$ cat config.mk
export PLATFORM = sky130hd
export DESIGN_NAME = router_fsm_np
export DESIGN_NICKNAME = d
export VERILOG_FILES = /design/src/rtl/router_fsm_np.sv
export SDC_FILE = /design/constraint.sdc
export NUM_CORES = 1
export LEC_CHECK = 0
export BUFFER_PORTS_ARGS = -buffer_cell sky130_fd_sc_hd__clkbuf_2
export CORE_ASPECT_RATIO = 0.6
export CORE_MARGIN = 4
export CORE_UTILIZATION = 35
export CTS_CLUSTER_DIAMETER = 60
export DETAILED_ROUTE_END_ITERATION = 10
export GPL_TIMING_DRIVEN = 0
export PLACE_DENSITY_LB_ADDON = 0.15
export REMOVE_ABC_BUFFERS = 1
export SETUP_SLACK_MARGIN = 0.1
export SYNTH_ARGS = -nofsm -noshare
export SYNTH_HDL_FRONTEND = slang
export SYNTH_SLANG_ARGS = --single-unit
$ cat constraint.sdc
create_clock -name clk -period 2.07 [get_ports clk]
set_input_delay 0.207 -clock clk [delete_from_list [all_inputs] [get_ports clk]]
set_output_delay 0.207 -clock clk [all_outputs]
set_load 0.01 [all_outputs]
$ cat src/rtl/router_fsm_np.sv
// Router control FSM for NUM_PORTS output FIFOs: latches the destination,
// drops illegal or starved packets, and drives the FIFO write/control strobes.
module router_fsm_np #(
   parameter int NUM_PORTS    = 3,
   parameter int ADDR_W       = 2,
   parameter int WAIT_TIMEOUT = 16
) (
   input  logic                 clk,
   input  logic                 reset,
   input  logic                 pkt_valid,
   input  logic                 parity_done,
   input  logic                 low_pkt_valid,
   input  logic [ADDR_W-1:0]    data_in,
   input  logic [NUM_PORTS-1:0] soft_reset,
   input  logic [NUM_PORTS-1:0] fifo_empty,
   input  logic                 fifo_full,
   output logic                 busy,
   output logic                 detect_add,
   output logic                 lfd_state,
   output logic                 ld_state,
   output logic                 laf_state,
   output logic                 full_state,
   output logic                 write_en_reg,
   output logic                 rst_int_reg,
   output logic                 drop_state,
   output logic                 timeout_err,
   output logic [ADDR_W-1:0]    dest_addr
);

   localparam int CNT_W = (WAIT_TIMEOUT > 0) ? $clog2(WAIT_TIMEOUT + 1) : 1;
   localparam logic [CNT_W-1:0] CNT_LAST = CNT_W'(WAIT_TIMEOUT - 1);
   localparam logic [CNT_W-1:0] CNT_MAX  = '1;

   typedef enum logic [3:0] {
      DECODE_ADDRESS     = 4'd0,
      LOAD_FIRST_DATA    = 4'd1,
      LOAD_DATA          = 4'd2,
      WAIT_TILL_EMPTY    = 4'd3,
      FIFO_FULL_STATE    = 4'd4,
      LOAD_AFTER_FULL    = 4'd5,
      LOAD_PARITY        = 4'd6,
      CHECK_PARITY_ERROR = 4'd7,
      DROP_PACKET        = 4'd8
   } state_t;

   state_t                  state, next_state;
   logic [2**ADDR_W-1:0]    empty_ext, soft_ext;
   logic [CNT_W-1:0]        wait_cnt;
   logic                    soft_hit, timeout_hit, addr_illegal;

   // Widen per-port vectors to the full address space so any address indexes safely.
   always_comb begin
      empty_ext = '0;
      soft_ext  = '0;
      for (int i = 0; i < NUM_PORTS; i++) begin
         empty_ext[i] = fifo_empty[i];
         soft_ext[i]  = soft_reset[i];
      end
   end

   assign addr_illegal = {1'b0, data_in} >= (ADDR_W+1)'(NUM_PORTS);
   assign soft_hit = (state != DECODE_ADDRESS) && (state != DROP_PACKET) && soft_ext[dest_addr];

   always_ff @(posedge clk) begin
      if (reset) begin
         state       <= DECODE_ADDRESS;
         dest_addr   <= '0;
         wait_cnt    <= '0;
         timeout_err <= 1'b0;
      end else begin
         state       <= soft_hit ? DECODE_ADDRESS : next_state;
         timeout_err <= timeout_hit && !soft_hit;
         if (state == DECODE_ADDRESS && pkt_valid)
            dest_addr <= data_in;
         // Counter restarts on every entry to WAIT and saturates instead of wrapping.
         if (state == WAIT_TILL_EMPTY && next_state == WAIT_TILL_EMPTY && !soft_hit) begin
            if (wait_cnt != CNT_MAX)
               wait_cnt <= wait_cnt + 1'b1;
         end else begin
            wait_cnt <= '0;
         end
      end
   end

   always_comb begin
      next_state   = DECODE_ADDRESS;
      timeout_hit  = 1'b0;
      busy         = 1'b1;
      detect_add   = 1'b0;
      lfd_state    = 1'b0;
      ld_state     = 1'b0;
      laf_state    = 1'b0;
      full_state   = 1'b0;
      write_en_reg = 1'b0;
      rst_int_reg  = 1'b0;
      drop_state   = 1'b0;
      case (state)
         DECODE_ADDRESS: begin
            detect_add = 1'b1;
            busy       = 1'b0;
            if (pkt_valid && addr_illegal)       next_state = DROP_PACKET;
            else if (pkt_valid && empty_ext[data_in]) next_state = LOAD_FIRST_DATA;
            else if (pkt_valid)                  next_state = WAIT_TILL_EMPTY;
            else                                 next_state = DECODE_ADDRESS;
         end
         LOAD_FIRST_DATA: begin
            lfd_state  = 1'b1;
            next_state = LOAD_DATA;
         end
         LOAD_DATA: begin
            ld_state     = 1'b1;
            write_en_reg = 1'b1;
            busy         = 1'b0;
            if (fifo_full)       next_state = FIFO_FULL_STATE;
            else if (!pkt_valid) next_state = LOAD_PARITY;
            else                 next_state = LOAD_DATA;
         end
         WAIT_TILL_EMPTY: begin
            if (empty_ext[dest_addr]) begin
               next_state = LOAD_FIRST_DATA;
            end else if (WAIT_TIMEOUT != 0 && wait_cnt == CNT_LAST) begin
               next_state  = DROP_PACKET;
               timeout_hit = 1'b1;
            end else begin
               next_state = WAIT_TILL_EMPTY;
            end
         end
         FIFO_FULL_STATE: begin
            full_state = 1'b1;
            next_state = fifo_full ? FIFO_FULL_STATE : LOAD_AFTER_FULL;
         end
         LOAD_AFTER_FULL: begin
            laf_state    = 1'b1;
            write_en_reg = 1'b1;
            if (parity_done)        next_state = DECODE_ADDRESS;
            else if (low_pkt_valid) next_state = LOAD_PARITY;
            else                    next_state = LOAD_DATA;
         end
         LOAD_PARITY: begin
            write_en_reg = 1'b1;
            next_state   = CHECK_PARITY_ERROR;
         end
         CHECK_PARITY_ERROR: begin
            rst_int_reg = 1'b1;
            next_state  = fifo_full ? FIFO_FULL_STATE : DECODE_ADDRESS;
         end
         DROP_PACKET: begin
            drop_state = 1'b1;
            busy       = 1'b0;
            next_state = pkt_valid ? DROP_PACKET : DECODE_ADDRESS;
         end
         default: next_state = DECODE_ADDRESS;
      endcase
   end

endmodule

**Word level (Yosys, flattened, before mapping)**

Index checks and enable logic that the tools add are counted.

- Register bits: 12
- Bits of input ports: 14
- Output and inout bits: 12
- Word-level logic and storage cells: 67

- Add/sub/neg operators: 1
- Order comparisons: 3
- Eq/ne operators: 12
- Multiplexer cells: 31
- Bitwise logic cells: 1
- Reduce and logical (&&, ||, !) cells: 15

Operator list:

| operator | count |
|---|---|
| case mux 4 bit (9 select lines) | 1 |
| == test 4 x 3 -> 1 bit (second input constant) | 4 |
| 2-to-1 mux 1 bit | 16 |
| 2-to-1 mux 4 bit | 4 |
| 2-to-1 mux 3 bit | 5 |
| == test 4 x 2 -> 1 bit (second input constant) | 3 |
| logical AND 1 bit | 8 |
| binary-select mux 1 bit (select 2 bit) | 3 |
| < comparator 2 x 3 -> 1 bit (second input constant) | 2 |
| OR reduction 3 bit | 2 |
| adder 5 x 1 -> 5 bit (second input constant) | 1 |
| == test 5 x 4 -> 1 bit (second input constant) | 1 |
| inequality test 5 bit (second input constant) | 1 |
| == test 4 x 1 -> 1 bit (second input constant) | 1 |
| == test 4 bit (second input constant) | 1 |
| logical NOT 4 bit | 1 |
| 2-to-1 mux 2 bit | 2 |
| inequality test 4 bit (second input constant) | 1 |
| nonzero test 4 bit | 1 |
| OR reduction 2 bit | 2 |
| greater-or-equal comparator 2 bit (second input constant) | 1 |
| logical NOT 1 bit | 1 |
| NOT 1 bit | 1 |

**Logic depth before layout (Yosys ltp)**

- Depth in word-level cells: 11
- Depth in mapped cells: 6
- Depth with buffers taken out: 6

**Worst setup path before layout**

No wires, ideal clock.

- Path type: flip-flop to flip-flop
- From: register state[1]
- To: register wait_cnt[4]
- Arrival time: 1.504 ns
- Data required time: 1.970 ns
- Setup slack: 0.466 ns
- Stages on the path, launching flop included: 7
- Buffers on the path: 1
- Period minus slack after synthesis: 1.604 ns
- Path through: dfxtp_1 > buf_2 > nor4_2 > nand2_2 > o32ai_2 > o21ai_2 > a2111oi_4

- Longest elaborated chain between the ends: 7
- Elaborated cells between the ends (all ways): 20
- Those cells by class: 10 x eq/ne; 1 x mux; 1 x bitwise; 8 x reduce/logical

RTL lines:

| item | RTL line | source |
|---|---|---|
| start: declaration | 46 | `state_t state, next_state;` |
| start signal: assignment | 71 | `state <= soft_hit ? DECODE_ADDRESS : next_state;` |
| == test 4 bit (tied with other cells) | 97 | `case (state)` |
| case mux 4 bit (9 select lines) or logical AND 1 bit (tied branches) | 97, 62 |  |
| == test 4 x 2 -> 1 bit or logical AND 1 bit (tied branches) | 76, 62 |  |
| logical AND 1 bit or logical NOT 1 bit (tied branches) | 76 | `if (state == WAIT_TILL_EMPTY && next_state == WAIT_TILL_EMPTY && !soft_hit) begin` |
| logical AND 1 bit (*) | 76 |  |
| NOT 1 bit (no source line) (*) | - |  |
| OR reduction 2 bit (no source line) (*) | - |  |
| end signal: assignment | 78 | `wait_cnt <= wait_cnt + 1'b1;` |
| end: declaration | 48 | `logic [CNT_W-1:0] wait_cnt;` |

Every way passes the cells marked *; elsewhere a longest branch is shown, timed or not.
A chain may end at the register's enable or synchronous reset.

**Worst setup path in the final report**

- From: register state[3]
- To: register wait_cnt[4]

The elaborated chain is that of the path after synthesis.

==> out/qor.csv <==
metric;value;unit
p_sw;0.262;mW
synth_cell_types;38;
coreArea;0.00220;sq mm
hp-class;input port to flop;
die_h;45.6;microns
std_cell_rows;13;
p_seq_frac;0.372;
cts_inserted_buffers;3;
finish.utilization;0.464;
wl;1.81;mm
finalSetupViolCount;0;
insertion_delay;0.24;ns
antenna_found_initial;0;
startpoint_type;flop;
dp_hpwl;1.45;mm
fmax;556;MHz
skew;0.00692;ns
path_cells;nor4_2, nand2_2, o32ai_2, o21ai_2, a2111oi_4;
drt_first_pass_iters;4;
n_antenna_cell;0;
min_period_over_period;0.869;
synth.avg_cell_area;8.59;sq um
met3WireLength;120;microns
clock_path_buffers;2;
gp_congestion;0.766;
power_density;776;mW/mm^2
cts_tree;yes;
tightest_slew;0.552;ns
synth_edf_count;0;
htree_levels;1;
r2r_slack;0.27;ns
async_flop_share;0;
dieWidth;70.7;microns
drive_gt1_frac;0.331;
cts_root_buf;clkbuf_8;
critPathArrivalTime;1.94;ns
grt_pass1_wl;2.95;mm
hold_viol_final;0;
max-slew-margin-rel;0.631;
combPwrFrac;0.315;
netlist.area_leader.share;0.291;
die_area;0.00322;sq mm
overflow;0;
ys_ff_latch;12;
final_nets;139;
wl_per_cell;12.0;microns
ir_worst_vdd;0.348;mV
clkTransAtPathRegs;0.05;ns
syn-cell-area;825;sq um
hold_buffers;0;
synth-seq-area-share;0.291;
power_leakage;0.437;nW
grt_usage;0.119;
detail-route-antenna-nets;0;
drt-met1-wl;980;microns
slowest_stage;nor4_2;
synth_area_leaders;dfxtp_1 (29%), mux2i_1 (6.1%), nor3_1 (4.9%);
outcome;finished, final reports clean;
syn_inst;96;
grt_pass1_vias;650;
portBuffers;25;
drv_slew;0;
max_stage_delay;0.50;ns
crit_fanout;12;
post_cts_buffers;0;
post-route-drc-count;0;
fillers;211;
grt_max_degree;13;
initial_core_util;0.375;
crit_type;flop to flop;
highest_layer;met3;
viasPerCell;4.91;
period_needed;1.80;ns
vias;741;
cp-end-kind;flop;
yosysWarningCount;0;
cts_sinks;12;
wl_met2;708;microns
required;2.21;ns
tns;0;ns
rsz0062_at_grt;false;
pin_count;26;
drt_iter0_drc;47;
netlist.top_cell.by_area;dfxtp_1;
area_growth;23.5;%
p_clk_frac;0.313;
synth_ff_type;dfxtp_1;
swShare;0.332;
maxCapViolations;0;
internal_power;0.528;mW
## final cells by class
type                    count  area (sq um)  area share
multi-input cells          77           548       0.538
flip-flops and latches     12           241       0.237
repair buffers             25           125       0.123
clock buffers               4          55.1      0.0541
well taps                  30          37.5      0.0369
inverters                   3          11.3      0.0111
## critical path, delay by kind of cell (launching register included)
family           cells  cell delay (ns)
AND/OR/NAND/NOR      2             0.65
AO/OA/AOI/OAI        3             0.62
flip-flops           1             0.42
## cell families after synthesis
kind of cell               synth area share
and+or+nand+nor                       0.322
AOI/OAI and AO/OA                     0.205
DFF                                   0.291
buffers and inverters                0.0440
muxes                                0.0607
xor gates and xnor gates             0.0319
adders and majority gates            0.0455
## layout by cell type (no fill, tap or decap), types with 2 or more instances in the layout
cell / synthesis / routed
clkbuf_8: 0 / 4
nand2b_1: 3 / 3
dfxtp_1: 12 / 11
nor2_1: 10 / 10
ha_1: 3 / 3
nor2b_1: 5 / 5
clkbuf_2: 0 / 25
nand2_1: 3 / 3
o21a_1: 2 / 2
nand3b_1: 3 / 3
and2_1: 2 / 2
nand2_2: 2 / 2
a21oi_1: 7 / 7
inv_1: 3 / 3
mux2i_1: 5 / 5
xor2_1: 2 / 2
nor3_1: 8 / 8
o21ai_0: 2 / 2
nand3_1: 2 / 2
## power groups by stage
| stage | logic [mW] | clock network (mW) | registers (mW) |
|---|---|---|---|
| after floorplan | 0.170 | 0 | 0.289 |
| after global placement | 0.251 | 0 | 0.298 |
| after detailed placement | 0.251 | 0 | 0.297 |
| after CTS | 0.252 | 0.254 | 0.293 |
| after global routing | 0.279 | 0.261 | 0.300 |
| final | 0.249 | 0.247 | 0.294 |
## worst paths after layout
kind,start,endpoint,depth (start not counted)
max reg2reg,state[3],wait_cnt[4],5
min,reset,dest_addr[0],2
max,state[3],wait_cnt[4],5
min reg2reg,dest_addr[1],dest_addr[1],2
## synth_stat cells (2+ instances only)
cell and number:
a21oi_1 7, and2_1 2, buf_2 2, dfxtp_1 12
ha_1 3, inv_1 3, mux2i_1 5, nand2_1 3
nand2_2 2, nand2b_1 3, nand3_1 2, nand3b_1 3
nor2_1 10, nor2b_1 5, nor3_1 8, o21a_1 2
o21ai_0 2, xor2_1 2
## layer usage
| layer | vias up | track usage |
|---|---|---|
| met3 | 0 | 0.0507 |
| li1 | 389 | - |
| met5 | - | 0 |
| met1 | 334 | 0.168 |
| met4 | 0 | 0.0225 |
| met2 | 18 | 0.169 |
## registers in the layout (all words and copies together), names as in the netlist
name / cells
wait_cnt: 5
state: 4
dest_addr: 2
timeout_err: 1
## stage by stage
stage	std cells	total power [mW]	cell area [sq um]	hold WS, ns	worst slack [ns]
4_1_cts	151	0.799	1020	0.197	0.176
3_3_place_gp	147	0.549	962	0.452	0.235
5_1_grt	151	0.840	1020	0.225	0.114
3_5_place_dp	147	0.548	962	0.442	0.282
2_1_floorplan	92	0.459	800	0.276	0.383
6_report	151	0.791	1020	0.197	0.271
## repair_timing
item                                   in CTS  in global routing
setup endpoints to repair                   0                  1
gates resized for setup                     0                  1
endpoints found under the hold margin       0                  0
No activity file was read; power rests on OpenSTA's default activity.
